==> config.mk <==
export PLATFORM = sky130hd
export DESIGN_NAME = mem_port_arbiter
export DESIGN_NICKNAME = d
export VERILOG_FILES = /design/src/rtl/mem_port_arbiter.sv
export SDC_FILE = /design/constraint.sdc
export NUM_CORES = 1
export LEC_CHECK = 0
export BUFFER_PORTS_ARGS = -buffer_cell sky130_fd_sc_hd__buf_2
export CAP_MARGIN = 20
export CORE_ASPECT_RATIO = 0.6
export CORE_MARGIN = 4
export CORE_UTILIZATION = 31
export CTS_BUF_LIST = sky130_fd_sc_hd__clkbuf_8
export CTS_CLUSTER_SIZE = 14
export DETAILED_ROUTE_END_ITERATION = 12
export GPL_ROUTABILITY_DRIVEN = 1
export PLACE_DENSITY = 0.83
export SETUP_SLACK_MARGIN = 0.02
export SLEW_MARGIN = 10
export SYNTH_ARGS = -nofsm -noshare
export SYNTH_HDL_FRONTEND = slang
export SYNTH_SLANG_ARGS = --single-unit
export TNS_END_PERCENT = 10
==> constraint.sdc <==
create_clock -name clk -period 1.6 [get_ports clk]
set_input_delay 0.16 -clock clk [delete_from_list [all_inputs] [get_ports clk]]
set_output_delay 0.16 -clock clk [all_outputs]
set_load 0.01 [all_outputs]
==> src/rtl/mem_port_arbiter.sv <==
// Two-requester arbiter in front of a single-port synchronous memory.
// Fetch and data ports share one memory access per cycle. Data wins by
// default. Fetch wins once it has been starved for STARVE_MAX cycles.
// Read data returns one cycle after the grant and is steered to its owner.
module mem_port_arbiter #(
  parameter int ADDR_W     = 10,
  parameter int STARVE_MAX = 4
) (
  input  logic              clk,
  input  logic              reset,
  input  logic              if_req,
  input  logic [ADDR_W-1:0] if_addr,
  input  logic              if_flush,
  output logic              if_gnt,
  output logic              if_rvalid,
  output logic [31:0]       if_rdata,
  input  logic              d_req,
  input  logic              d_we,
  input  logic [3:0]        d_be,
  input  logic [ADDR_W-1:0] d_addr,
  input  logic [31:0]       d_wdata,
  output logic              d_gnt,
  output logic              d_rvalid,
  output logic [31:0]       d_rdata,
  output logic              mem_en,
  output logic              mem_we,
  output logic [3:0]        mem_be,
  output logic [ADDR_W-1:0] mem_addr,
  output logic [31:0]       mem_wdata,
  input  logic [31:0]       mem_rdata,
  output logic [15:0]       conflict_cnt
);

  localparam int SW = (STARVE_MAX < 1) ? 1 : $clog2(STARVE_MAX + 1);
  localparam logic [SW-1:0] STARVE_LIM = SW'(STARVE_MAX);

  typedef enum logic [1:0] {
    OWN_NONE = 2'd0,
    OWN_IF   = 2'd1,
    OWN_D    = 2'd2
  } owner_t;

  owner_t          r_owner;
  logic [SW-1:0]   r_starveCnt;
  logic [15:0]     r_conflictCnt;

  logic            w_ifWins;
  logic            w_ifGnt;
  logic            w_dGnt;
  logic            w_store;
  logic            w_ifRvalid;
  logic            w_dRvalid;

  // Grant decision: data first, unless fetch has waited STARVE_MAX cycles.
  // Grants are suppressed entirely while reset is held low.
  always_comb begin
    w_ifWins = if_req && (!d_req || (r_starveCnt == STARVE_LIM));
    w_ifGnt  = reset && w_ifWins;
    w_dGnt   = reset && d_req && !w_ifWins;
    w_store  = w_dGnt && d_we;
  end

  // Memory controls follow whichever requester holds the grant this cycle.
  always_comb begin
    mem_en    = w_ifGnt || w_dGnt;
    mem_we    = w_store;
    mem_be    = w_store ? d_be : 4'b0000;
    mem_wdata = w_store ? d_wdata : 32'd0;
    if (w_dGnt) begin
      mem_addr = d_addr;
    end else if (w_ifGnt) begin
      mem_addr = if_addr;
    end else begin
      mem_addr = '0;
    end
  end

  // Read data from the previous cycle's access goes to its owner only;
  // a flush in the return cycle suppresses fetch data.
  always_comb begin
    w_ifRvalid = reset && (r_owner == OWN_IF) && !if_flush;
    w_dRvalid  = reset && (r_owner == OWN_D);
    if_rvalid  = w_ifRvalid;
    d_rvalid   = w_dRvalid;
    if_rdata   = w_ifRvalid ? mem_rdata : 32'd0;
    d_rdata    = w_dRvalid ? mem_rdata : 32'd0;
  end

  assign if_gnt       = w_ifGnt;
  assign d_gnt        = w_dGnt;
  assign conflict_cnt = r_conflictCnt;

  // Read-owner state: remembers who is due read data next cycle.
  always_ff @(posedge clk or negedge reset) begin
    if (!reset) begin
      r_owner <= OWN_NONE;
    end else if (w_ifGnt && !if_flush) begin
      r_owner <= OWN_IF;
    end else if (w_dGnt && !d_we) begin
      r_owner <= OWN_D;
    end else begin
      r_owner <= OWN_NONE;
    end
  end

  // Starvation counter: counts consecutive denied fetch cycles.
  always_ff @(posedge clk or negedge reset) begin
    if (!reset) begin
      r_starveCnt <= '0;
    end else if (if_req && !w_ifGnt) begin
      if (r_starveCnt != STARVE_LIM) begin
        r_starveCnt <= r_starveCnt + 1'b1;
      end
    end else begin
      r_starveCnt <= '0;
    end
  end

  // Saturating count of cycles where both ports are requesting.
  always_ff @(posedge clk or negedge reset) begin
    if (!reset) begin
      r_conflictCnt <= 16'd0;
    end else if (if_req && d_req && (r_conflictCnt != 16'hFFFF)) begin
      r_conflictCnt <= r_conflictCnt + 16'd1;
    end
  end

endmodule

==> results_dict.tcl <==
set metrics [dict create \
    cts.path.max_buffers 2 \
    worstMarginPinSlew_ps 608.9 \
    rows 21 \
    async_flop_share_pct 100.0 \
    rr_worst_depth 4 \
    first_pass_iters 4 \
    vias 2694 \
    p_leak_nw 2.292 \
    synth_seq_area_share_pct 27.89 \
    core-area_mm2 0.005728 \
    cp_data_arrival_time_ps 1740 \
    ys.flop_type "dfrtp_1" \
    dp_hpwl_um 7132 \
    synth_cells 226 \
    synth_fp_nets 323 \
    status "complete, but fails checks" \
    insertion_delay_ps 260 \
    drive_gt1_share_pct 68.55 \
    cpPeakStageDelay_ps 390 \
    period_needed_ps 1903 \
    antenna_found_initial 1 \
    max_freq_mhz 525.6 \
    dieArea_mm2 0.007431 \
    finalHoldViolCount 0 \
    cp-end-kind "output pin" \
    ys_warn_count 0 \
    cp_max_fo 13 \
    power_density_mw_per_mm2 538.5 \
    synth-edff-count 0 \
    fin_setup_tns_ps -12880 \
    io_pins 226 \
    path_class "flop to output pin" \
    ant_nets 0 \
    synth_seq_cells 21 \
    period_share_pct 118.9 \
    setup_slack_ps -302.7 \
    ir_drop_v 0.0008409 \
    cts_tree "yes" \
    cpLargestDelayFamily "flip-flops" \
    crit_buf_inv 3 \
    grt_pass1_wl_um 12530 \
    viasPerCell 4.819 \
    rsz0062_at_grt "true" \
    yosysMostFrequentCell "and2_1" \
    reg2reg_from "conflict_cnt[3]" \
    area_delta_synth_final_pct 110.4 \
    critPathLaunchType "flop" \
    final_nets 575 \
    relSlewSlack_pct 59.41 \
    slowest_stage "dfrtp_1" \
    syn_avg_cell_area_um2 8.338 \
    die_h_um 68.39 \
    finalSetupViolations 54 \
    die_w_um 108.7 \
    min_path_type "input pin to asynchronous set/reset pin" \
    ctsHtreeMaxLevel 1 \
    syn-cell-area_mm2 0.001884 \
    portBuffers 225 \
    synth_top_area_share_pct 27.89 \
    start_util_pct 32.90 \
    drtIter0Drc 163 \
    synth_common_cells "and2_1 (65), and3_1 (36), dfrtp_1 (21), clkbuf_1 (15), xor2_1 (12)" \
    clkSlewWorstSetupHoldPaths_ps 80 \
    routed_wl_um 9690 \
    critPathRequiredTime_ps 1440 \
    drv_slew 0 \
    cts_inserted_buffers 3 \
    maxCapViolCount 0 \
    track_usage_pct 21.58 \
    synth_top_area_cell "dfrtp_1" \
    drc 0 \
    grt_max_degree 39 \
    grt_pass1_vias 2494 \
    total_power_mw 2.135 \
    clock_skew_ps 6.927 \
    violations "negative setup slack" \
    worstReg2RegEnd "conflict_cnt[15]" \
    wire_per_inst_um 17.33 \
    routabilityCongestion 0.8242 \
    grt-ovfl-total 0 \
    yosysUniqueCellTypes 37 \
    ys_top_cells_by_area "dfrtp_1 (28%), and2_1 (22%), and3_1 (12%)" \
    cts_num_sinks 21 \
    path_cells "inv_2 -> ha_4 -> nand2_4 -> o211a_4 -> buf_16 -> and3_1 -> buf_2" \
    r2r_slack_ps -30 \
    cts-root-buf "clkbuf_8" \
]
[per-layer routing]
layer,vias to the layer above,share of wire (%),track usage (%)
met5,-,0,0
met4,0,2.8,6.457
met3,24,7.6,5.184
met2,148,55,40.15
met1,1236,35,24.93
li1,1286,-,-
[cells in the final DEF, fill, tap and decap left out, types with 5 or more instances in the layout]
master / netlist / final
dfrtp_1: 21 / 19
buf_6: 0 / 37
xor2_1: 12 / 12
nand3_1: 6 / 5
and3_4: 0 / 27
nor3_1: 7 / 5
buf_4: 0 / 26
buf_2: 1 / 193
nor2_1: 6 / 6
and3_1: 36 / 9
a22o_1: 10 / 10
and2_1: 65 / 62
nand2_1: 7 / 6
[worst max path at each step]
stage / from / endpoint / cells past startpoint
after detailed placement: r_starveCnt[0] / mem_en / 7
after global placement: r_starveCnt[0] / mem_en / 7
final: r_starveCnt[0] / mem_wdata[18] / 7
after floorplan: r_starveCnt[0] / mem_addr[0] / 6
after global routing: r_starveCnt[0] / mem_wdata[18] / 7
after CTS: r_starveCnt[1] / mem_en / 7
[cell families after synthesis]
| logic type | after synthesis | synth area share [%] |
|---|---|---|
| muxes | 2 | 1.394 |
| and+or+nand+nor | 149 | 50.40 |
| adders and majority gates | 3 | 1.992 |
| DFF | 21 | 27.89 |
| buffers and inverters | 21 | 4.249 |
| xor gates and xnor gates | 15 | 6.972 |
| AOI/OAI and AO/OA | 15 | 7.104 |
[flip-flops by register name (all words and copies together), names as in the netlist]
register,cells
conflict_cnt,16
r_starveCnt,3
r_owner,2
[power by group]
part / total [mW] / internal, mW / leakage (nW) / switching (mW)
Clock: 0.341 / 0.173 / 0.0255 / 0.168
Sequential: 0.786 / 0.636 / 0.268 / 0.150
Combinational: 1.01 / 0.544 / 2.00 / 0.463
[timing repair]
item | CTS | global route
pin swaps | 21 | 17
gates resized for setup | 41 | 50
setup endpoints to repair | 93 | 133
gates cloned | 3 | 3
buffers inserted | 2 | 6
hold buffers | 1 | 0
endpoints found under the hold margin | 21 | 0
[worst min-delay path: cells and delay by family]
kind     cells  cell delay (ps)
buf+inv      3              490
[final cells by class]
| type | count | area (µm²) |
|---|---|---|
| clock buffers | 3 | 41.29 |
| well taps | 80 | 100.1 |
| fillers | 404 | 1764 |
| repair buffers | 263 | 1738 |
| inverters | 5 | 18.77 |
| clock inverters | 1 | 5.005 |
| diodes | 2 | 5.005 |
| multi-input cells | 184 | 1528 |
| flip-flops and latches | 21 | 528.0 |
[through the flow]
step	hold WS, ps	instance area [µm²]	util [%]	setup WS [ps]	instances
final	45.21	3964	69.20	-302.7	559
after global routing	33.49	3961	69.16	-368.4	558
after CTS	92.38	3610	63.02	-334.9	548
after detailed placement	113.5	3263	56.97	-85.23	538
after global placement	110.6	3263	56.97	-48.61	538
after floorplan	-135.6	1892	-	-53.99	226
(Power assumes the default switching activity.)
